--- src/rtl/mu0_control_if.sv ---
// ============================================================================
//  Module   : mu0_control_if
//  Purpose  : Bundle of controller <-> datapath/memory signals for the MU0
//             control unit. The master modport belongs to the controller; the
//             slave modport belongs to the datapath/memory side.
//  Revision : 1.0  initial release
// ============================================================================
`default_nettype none

interface mu0_control_if #(
  parameter int CNT_W = 16
);
  // Status from the datapath and memory
  logic [3:0]       F;
  logic             N;
  logic             Z;
  logic             Mem_Ack;

  // Control to the datapath and memory
  logic             X_sel;
  logic             Y_sel;
  logic             Addr_sel;
  logic             PC_En;
  logic             IR_En;
  logic             Acc_En;
  logic [1:0]       M;
  logic             Rd;
  logic             Wr;
  logic             Halted;
  logic             Illegal;
  logic [CNT_W-1:0] Instr_Count;

  modport master (
    input  F, N, Z, Mem_Ack,
    output X_sel, Y_sel, Addr_sel, PC_En, IR_En, Acc_En, M, Rd, Wr,
           Halted, Illegal, Instr_Count
  );

  modport slave (
    output F, N, Z, Mem_Ack,
    input  X_sel, Y_sel, Addr_sel, PC_En, IR_En, Acc_En, M, Rd, Wr,
           Halted, Illegal, Instr_Count
  );
endinterface

`default_nettype wire

--- src/rtl/mu0_control.sv ---
// ============================================================================
//  Module   : mu0_control
//  Purpose  : IDLE/FETCH/EXEC/HALT control unit for the MU0 processor.
//             Decodes the opcode, sequences memory accesses with Mem_Ack
//             handshaking, flags illegal opcodes and counts retired
//             instructions with a saturating counter.
//  Revision : 1.0  initial release
// ============================================================================
`default_nettype none

module mu0_control #(
  parameter int CNT_W = 16
) (
  input  logic          Clk,
  input  logic          Reset,    // asynchronous, active-low
  mu0_control_if.master bus
);

  typedef enum logic [1:0] {
    S_IDLE  = 2'd0,
    S_FETCH = 2'd1,
    S_EXEC  = 2'd2,
    S_HALT  = 2'd3
  } state_t;

  localparam logic [3:0] c_op_lda = 4'd0;
  localparam logic [3:0] c_op_sto = 4'd1;
  localparam logic [3:0] c_op_add = 4'd2;
  localparam logic [3:0] c_op_sub = 4'd3;
  localparam logic [3:0] c_op_jmp = 4'd4;
  localparam logic [3:0] c_op_jge = 4'd5;
  localparam logic [3:0] c_op_jne = 4'd6;
  localparam logic [3:0] c_op_stp = 4'd7;

  localparam logic [CNT_W-1:0] c_cnt_one = {{(CNT_W-1){1'b0}}, 1'b1};

  state_t           r_state;
  logic             r_illegal;
  logic [CNT_W-1:0] r_count;

  logic             w_mem_op;
  logic             w_stop_op;
  logic             w_exec_done;

  logic             w_x_sel;
  logic             w_y_sel;
  logic             w_addr_sel;
  logic             w_pc_en;
  logic             w_ir_en;
  logic             w_acc_en;
  logic [1:0]       w_m;
  logic             w_rd;
  logic             w_wr;
  logic             w_halted;

  // Opcode class decode and EXEC completion: memory ops wait for Mem_Ack,
  // every other opcode finishes in its single EXEC cycle.
  always_comb begin
    w_mem_op    = (bus.F[3:2] == 2'b00);
    w_stop_op   = (bus.F == c_op_stp) || bus.F[3];
    w_exec_done = (r_state == S_EXEC) && (w_mem_op ? bus.Mem_Ack : 1'b1);
  end

  // Output decode from state and inputs; everything defaults to 0 so IDLE,
  // HALT and unused fields never drive X or a stray enable.
  always_comb begin
    w_x_sel    = 1'b0;
    w_y_sel    = 1'b0;
    w_addr_sel = 1'b0;
    w_pc_en    = 1'b0;
    w_ir_en    = 1'b0;
    w_acc_en   = 1'b0;
    w_m        = 2'b00;
    w_rd       = 1'b0;
    w_wr       = 1'b0;
    w_halted   = 1'b0;
    case (r_state)
      S_FETCH: begin
        w_addr_sel = 1'b0;
        w_rd       = 1'b1;
        w_x_sel    = 1'b1;
        w_m        = 2'b10;
        w_ir_en    = bus.Mem_Ack;
        w_pc_en    = bus.Mem_Ack;
      end
      S_EXEC: begin
        case (bus.F)
          c_op_lda: begin
            w_addr_sel = 1'b1;
            w_rd       = 1'b1;
            w_m        = 2'b00;
            w_acc_en   = bus.Mem_Ack;
          end
          c_op_sto: begin
            w_addr_sel = 1'b1;
            w_wr       = 1'b1;
          end
          c_op_add: begin
            w_addr_sel = 1'b1;
            w_rd       = 1'b1;
            w_m        = 2'b01;
            w_acc_en   = bus.Mem_Ack;
          end
          c_op_sub: begin
            w_addr_sel = 1'b1;
            w_rd       = 1'b1;
            w_m        = 2'b11;
            w_acc_en   = bus.Mem_Ack;
          end
          c_op_jmp: begin
            w_y_sel = 1'b1;
            w_pc_en = 1'b1;
          end
          c_op_jge: begin
            w_y_sel = 1'b1;
            w_pc_en = ~bus.N;
          end
          c_op_jne: begin
            w_y_sel = 1'b1;
            w_pc_en = ~bus.Z;
          end
          default: begin
            // STP and illegal opcodes: no request, no enable
          end
        endcase
      end
      S_HALT: begin
        w_halted = 1'b1;
      end
      default: begin
        // IDLE: all outputs inactive
      end
    endcase
  end

  // State sequencing, sticky illegal flag and saturating retire counter.
  always_ff @(posedge Clk or negedge Reset) begin
    if (!Reset) begin
      r_state   <= S_IDLE;
      r_illegal <= 1'b0;
      r_count   <= '0;
    end else begin
      case (r_state)
        S_IDLE:  r_state <= S_FETCH;
        S_FETCH: if (bus.Mem_Ack) r_state <= S_EXEC;
        S_EXEC: begin
          if (w_stop_op) begin
            r_state <= S_HALT;
          end else if (w_exec_done) begin
            r_state <= S_FETCH;
          end
        end
        default: r_state <= S_HALT;
      endcase
      if ((r_state == S_EXEC) && bus.F[3]) begin
        r_illegal <= 1'b1;
      end
      if (w_exec_done && (r_count != '1)) begin
        r_count <= r_count + c_cnt_one;
      end
    end
  end

  assign bus.X_sel       = w_x_sel;
  assign bus.Y_sel       = w_y_sel;
  assign bus.Addr_sel    = w_addr_sel;
  assign bus.PC_En       = w_pc_en;
  assign bus.IR_En       = w_ir_en;
  assign bus.Acc_En      = w_acc_en;
  assign bus.M           = w_m;
  assign bus.Rd          = w_rd;
  assign bus.Wr          = w_wr;
  assign bus.Halted      = w_halted;
  assign bus.Illegal     = r_illegal;
  assign bus.Instr_Count = r_count;

endmodule

`default_nettype wire
--- src/flat_wrapper.sv ---
// flat-port wrapper written by rule: the top's interface ports become plain ports
module mu0_control_flat 
#(
  parameter int CNT_W = 16
)
  (Clk, Reset, bus_F, bus_N, bus_Z, bus_Mem_Ack, bus_X_sel, bus_Y_sel, bus_Addr_sel, bus_PC_En, bus_IR_En, bus_Acc_En, bus_M, bus_Rd, bus_Wr, bus_Halted, bus_Illegal, bus_Instr_Count);
  mu0_control_if #(.CNT_W(CNT_W)) bus_i ();
  input  logic Clk;
  input  logic Reset;
  input wire logic [$bits(bus_i.F)-1:0] bus_F;
  input wire logic [$bits(bus_i.N)-1:0] bus_N;
  input wire logic [$bits(bus_i.Z)-1:0] bus_Z;
  input wire logic [$bits(bus_i.Mem_Ack)-1:0] bus_Mem_Ack;
  output wire logic [$bits(bus_i.X_sel)-1:0] bus_X_sel;
  output wire logic [$bits(bus_i.Y_sel)-1:0] bus_Y_sel;
  output wire logic [$bits(bus_i.Addr_sel)-1:0] bus_Addr_sel;
  output wire logic [$bits(bus_i.PC_En)-1:0] bus_PC_En;
  output wire logic [$bits(bus_i.IR_En)-1:0] bus_IR_En;
  output wire logic [$bits(bus_i.Acc_En)-1:0] bus_Acc_En;
  output wire logic [$bits(bus_i.M)-1:0] bus_M;
  output wire logic [$bits(bus_i.Rd)-1:0] bus_Rd;
  output wire logic [$bits(bus_i.Wr)-1:0] bus_Wr;
  output wire logic [$bits(bus_i.Halted)-1:0] bus_Halted;
  output wire logic [$bits(bus_i.Illegal)-1:0] bus_Illegal;
  output wire logic [$bits(bus_i.Instr_Count)-1:0] bus_Instr_Count;
  assign bus_i.F = bus_F;
  assign bus_i.N = bus_N;
  assign bus_i.Z = bus_Z;
  assign bus_i.Mem_Ack = bus_Mem_Ack;
  assign bus_X_sel = bus_i.X_sel;
  assign bus_Y_sel = bus_i.Y_sel;
  assign bus_Addr_sel = bus_i.Addr_sel;
  assign bus_PC_En = bus_i.PC_En;
  assign bus_IR_En = bus_i.IR_En;
  assign bus_Acc_En = bus_i.Acc_En;
  assign bus_M = bus_i.M;
  assign bus_Rd = bus_i.Rd;
  assign bus_Wr = bus_i.Wr;
  assign bus_Halted = bus_i.Halted;
  assign bus_Illegal = bus_i.Illegal;
  assign bus_Instr_Count = bus_i.Instr_Count;
  mu0_control #(.CNT_W(CNT_W)) u_core (.Clk(Clk), .Reset(Reset), .bus(bus_i));
endmodule
--- config.mk ---
export PLATFORM = sky130hd
export DESIGN_NAME = mu0_control_flat
export DESIGN_NICKNAME = d
export VERILOG_FILES = /design/src/rtl/mu0_control_if.sv /design/src/rtl/mu0_control.sv /design/src/flat_wrapper.sv
export SDC_FILE = /design/constraint.sdc
export NUM_CORES = 1
export LEC_CHECK = 0
export ABC_AREA = 1
export BUFFER_PORTS_ARGS = -buffer_cell sky130_fd_sc_hd__clkbuf_2
export CAP_MARGIN = 20
export CORE_MARGIN = 2
export CORE_UTILIZATION = 45
export DETAILED_ROUTE_END_ITERATION = 10
export GPL_TIMING_DRIVEN = 0
export PLACE_DENSITY = 0.7
export SLEW_MARGIN = 20
export SYNTH_ARGS = -nofsm -noshare
export SYNTH_HDL_FRONTEND = slang
export SYNTH_SLANG_ARGS = --single-unit
--- constraint.sdc ---
create_clock -name Clk -period 1.95 [get_ports Clk]
set_input_delay 0.39 -clock Clk [delete_from_list [all_inputs] [get_ports Clk]]
set_output_delay 0.39 -clock Clk [all_outputs]
set_load 0.03 [all_outputs]
### Word level (Yosys, flattened, before mapping)

Cells that the tools add are included.

| storage, ports and cells | value |
|---|---|
| bits in registers | 19 |
| bits of input ports | 9 |
| word-level logic and storage cells | 52 |

| operators by class | value |
|---|---|
| equal/unequal tests | 13 |
| muxes and demuxes | 22 |
| bitwise logic cells | 2 |
| reductions and logical operators | 11 |
| $add $sub $neg | 1 |

Operators with widths:

| operator | number |
|---|---|
| adder 16 x 1 -> 16 bit (second input constant) | 1 |
| equality test 4 x 3 -> 1 bit (second input constant) | 4 |
| != test 16 bit (second input constant) | 1 |
| two-way mux 1 bit | 13 |
| equality test 4 x 2 -> 1 bit (second input constant) | 2 |
| case mux 2 bit (2 select lines) | 2 |
| two-way mux 2 bit | 3 |
| case mux 2 bit (3 select lines) | 1 |
| OR reduction 3 bit | 2 |
| equality test 2 bit (second input constant) | 2 |
| equality test 4 x 1 -> 1 bit (second input constant) | 1 |
| logical NOT 2 bit | 2 |
| logical NOT 4 bit | 1 |
| case mux 1 bit (2 select lines) | 2 |
| OR reduction 4 bit | 1 |
| logical AND 1 bit | 3 |
| != test 3 x 1 -> 1 bit (second input constant) | 1 |
| case mux 1 bit (3 select lines) | 1 |
| equality test 2 x 1 -> 1 bit (second input constant) | 1 |
| != test 2 bit (second input constant) | 1 |
| inverter 1 bit | 2 |
| AND reduction 2 bit | 1 |
| logical OR 1 bit | 1 |

### Logic depth before layout (Yosys ltp)

| depth | value |
|---|---|
| depth in word-level cells | 6 |
| depth in mapped cells | 9 |
| mapped depth without buffers | 9 |

### Least setup slack after synthesis

Ideal clock, no wire load.

| timing | value |
|---|---|
| kind | register to output |
| start point | register u_core.r_state[0] |
| end point | output bus_Y_sel |
| cell stages (with the launch flop) | 5 |
| data arrival time | 1692 ps |
| slack | -132 ps |
| path buffers | 0 |
| path through | dfrtp_1 inv_1 ha_1 inv_2 nor4_1 |

| on the way | value |
|---|---|
| word-level cells in the longest chain between the ends | 2 |

Ends and longest elaborated chain:

| item | line | RTL |
|---|---|---|
| start, declared | mu0_control.sv:37 | `state_t r_state;` |
| start signal, assigned | mu0_control.sv:139 | `r_state <= S_IDLE;` |
| start signal, assigned | mu0_control.sv:144 | `S_IDLE: r_state <= S_FETCH;` |
| start signal, assigned | mu0_control.sv:145 | `S_FETCH: if (bus.Mem_Ack) r_state <= S_EXEC;` |
| equality test 2 bit | mu0_control.sv:77 | `case (r_state)` |
| two-way mux 1 bit | mu0_control.sv:77 |  |
| end, declared | flat_wrapper.sv:15 | `output wire logic [$bits(bus_i.Y_sel)-1:0] bus_Y_sel;` |

No other way between the ends.

### Worst setup path after layout

| timing | value |
|---|---|
| start point | register u_core.r_state[0] |
| end point | output bus_M[1] |

| on the way | value |
|---|---|
| word-level cells in the longest chain between the ends | 2 |
| elaborated cells on any way between the ends | 3 |
| classes of those cells | 2 x eq/ne; 1 x mux |

Ends and longest elaborated chain:

| item | line | RTL |
|---|---|---|
| equality test 2 bit or equality test 2 x 1 -> 1 bit (tied branches) | mu0_control.sv:77 |  |
| case mux 2 bit (2 select lines) * | mu0_control.sv:77 |  |
| end, declared | flat_wrapper.sv:20 | `output wire logic [$bits(bus_i.M)-1:0] bus_M;` |

Every way passes the cells marked *; elsewhere a longest branch is shown, timed or not.

==> results.py <==
metrics = {
    "outcome": {
        "outcome": "finished clean",
    },
    "final_layout": {
        "fillers": 270,
        "fin_cells": 262,
        "area_growth_syn_to_layout_pct": 23.4,
        "drive_gt1_frac": 0.341,
        "final_util": 0.567,
        "diodes": 0,
        "finalNetCount": 244,
    },
    "power": {
        "p_leak_nw": 0.837,
        "ir_drop_mv": 0.663,
        "cellPowerDensity_mw_per_mm2": 1210,
    },
    "timing": {
        "skew_ps": 13.7,
        "holdWs_ps": 21.6,
        "setup_slack_ps": 63.1,
        "hold_violations": 0,
        "setup_viol": 0,
        "setup_tns_ps": 0,
        "min_period_ps": 1890,
        "post-route-period-util": 0.968,
        "rsz0062_at_grt": "yes",
        "fmax_ghz": 0.530,
        "worstMarginPinSlew_ps": 484,
        "relSlewSlack": 0.677,
        "slew_violations": 0,
    },
    "setup_path": {
        "setup.worst_path.end": "bus_M[1]",
        "rr_startpoint": "u_core.bus.Instr_Count[0]$_DFFE_PN0P_",
        "r2r-end": "u_core.bus.Instr_Count[2]$_DFFE_PN0P_",
        "crit_fanout": 4,
        "crit_type": "reg -> out",
        "rrSetupSlack_ps": 310,
        "required_ps": 1560,
        "critPathArrivalTime_ps": 1500,
        "start_kind": "register",
        "cp-end-kind": "output pin",
        "worstRegToRegCells": 9,
        "cp-startpoint": "u_core.r_state[0]$_DFFE_PN0P_",
    },
    "synthesis": {
        "synth_common_cells": "57 x nand2_1, 19 x dfrtp_1, 19 x inv_1, 16 x nor2_1, 14 x nand3_1",
        "netlist_area_mm2": 0.00137,
        "seq_area_frac_synth": 0.347,
        "synthCells": 187,
        "syn_nets": 201,
        "post-synth-top-count-cell": "nand2_1",
        "postSynthAreaPerCell_um2": 7.32,
        "async_flop_share": 1.00,
        "synthTopCellsByArea": "dfrtp_1 35%, nand2_1 16%, inv_1 5.2%, nand3_1 5.1%, xor2_1 5.1%",
        "synth-seq-cells": 19,
        "synth-edff-count": 0,
        "synth_warnings": 0,
        "dominantRegCellSynth": "dfrtp_1",
        "yosysUniqueCellTypes": 22,
        "netlist.area_leader.share": 0.347,
        "synth_area_leader_cell": "dfrtp_1",
    },
    "grt": {
        "grt_max_degree": 20,
        "track_usage": 0.190,
        "grt_pass1_vias": 1171,
        "antenna_found_initial": 0,
        "grt_pass1_wl_um": 5110,
        "gr-total-overflow": 0,
    },
    "die": {
        "core.rowCount": 20,
        "dieArea_mm2": 0.00350,
        "fp.dieH_um": 59.2,
        "core_mm2": 0.00298,
        "initial_core_util": 0.460,
        "io_pins": 37,
        "die_x_um": 59.2,
    },
    "place": {
        "gp_congestion": 0.844,
        "io_buffers": 36,
        "dp_cells": 256,
        "pre_cts_ws_ps": 129,
        "hpwlAfterDp_um": 2290,
    },
    "worst_hold_path": {
        "worstHoldPathType": "in -> async",
    },
    "clock_tree": {
        "clock_sinks": 19,
        "cts_buffer_depth": 2,
        "htree_levels": 1,
        "cts-root-buf": "clkbuf_4",
        "cts_tree": "built",
        "cts_buffers": 3,
        "path_clk_slew_ps": 110,
        "cts_hold_buf": 0,
        "clock_latency_ps": 300,
    },
    "route": {
        "drtPass1Iterations": 4,
        "routedWlPerCell_um": 11.5,
        "wl_um": 3020,
        "ant_nets": 0,
        "vias": 1325,
        "first_iter_violations": 54,
        "viasPerCell": 5.06,
        "route.detailed.drc": 0,
    },
    "run": {
        "cap_violations": 0,
    },
}
## final cells by class
cell class | instances | area (um2) | share of cell area
Buffer | 3 | 27.5 | 0.0163
Clock buffer | 4 | 26.3 | 0.0156
Inverter | 23 | 88.8 | 0.0526
Multi-Input combinational cell | 142 | 817 | 0.484
Sequential cell | 19 | 475 | 0.281
Tap cell | 33 | 41.3 | 0.0244
Timing Repair Buffer | 38 | 213 | 0.126
## worst min path at each step
| stage | start | slack, ps | to | depth (start not counted) |
|---|---|---|---|---|
| floorplan | Reset | 90 | u_core.bus.Illegal$_DFFE_PN0P_ | 0 |
| global placement | Reset | 370 | u_core.bus.Instr_Count[7]$_DFFE_PN0P_ | 1 |
| detailed placement | Reset | 370 | u_core.bus.Instr_Count[6]$_DFFE_PN0P_ | 1 |
| CTS | Reset | 30 | u_core.bus.Instr_Count[6]$_DFFE_PN0P_ | 1 |
| global route | Reset | 50 | u_core.bus.Instr_Count[6]$_DFFE_PN0P_ | 1 |
| finish | Reset | 20 | u_core.bus.Instr_Count[7]$_DFFE_PN0P_ | 1 |
## per-stage QoR
step / instance area, um2 / total power [mW]
CTS: 1670 / 2.02
global route: 1690 / 2.21
global placement: 1600 / 1.73
detailed placement: 1600 / 1.74
finish: 1690 / 2.05
floorplan: 1380 / 1.47
## cell families (layout without fill, tap and decap cells)
kind of cell / Yosys count / in the layout / synth area share
buffers and inverters: 26 / 68 / 0.0832
and+or+nand+nor: 111 / 111 / 0.382
DFF: 19 / 19 / 0.347
xor gates and xnor gates: 8 / 8 / 0.0512
adders and majority gates: 5 / 5 / 0.0457
AOI/OAI and AO/OA: 18 / 18 / 0.0905
## worst max-delay path, stage by stage, from the launching register on
cell and delay [ps]:
dfrtp_1 410, inv_2 70, ha_4 150, nand2_1 120, inv_2 90, nand2_1 60, a21oi_2 150, buf_6 150
## cell usage in the layout, fill, tap and decap left out, drive strengths merged
cell    netlist  routed
nor4          1       1
xor2          8       8
inv          23      23
nand3        15      15
clkbuf        0      36
buf           3       9
o21ai        12      12
nor3          2       2
nor2         22      22
ha            5       5
dfrtp        19      19
nand2        66      66
nand4         5       5
a21oi         6       6
## power by group
part / switching [mW] / internal [mW]
logic: 0.817 / 0.439
clock network: 0.120 / 0.0797
registers: 0.108 / 0.482
## registers in the layout (all words and copies together) (netlist names)
signal	flops
u_core.bus.Instr_Count	16
u_core.bus.Illegal	1
u_core.r_state	2
## timing repair
item / 4_1_cts / 5_1_grt
pin swaps: 2 / 2
endpoints found under the setup margin: 6 / 4
setup buffers: 2 / 0
resized for setup: 6 / 14
## layer usage
metal | wire [um] | global-route usage
met3 | 143 | 0.0480
met5 | 0 | 0
met1 | 1400 | 0.259
met2 | 1450 | 0.294
met4 | 33 | 0.0617
No activity file was read; power rests on OpenSTA's default activity.
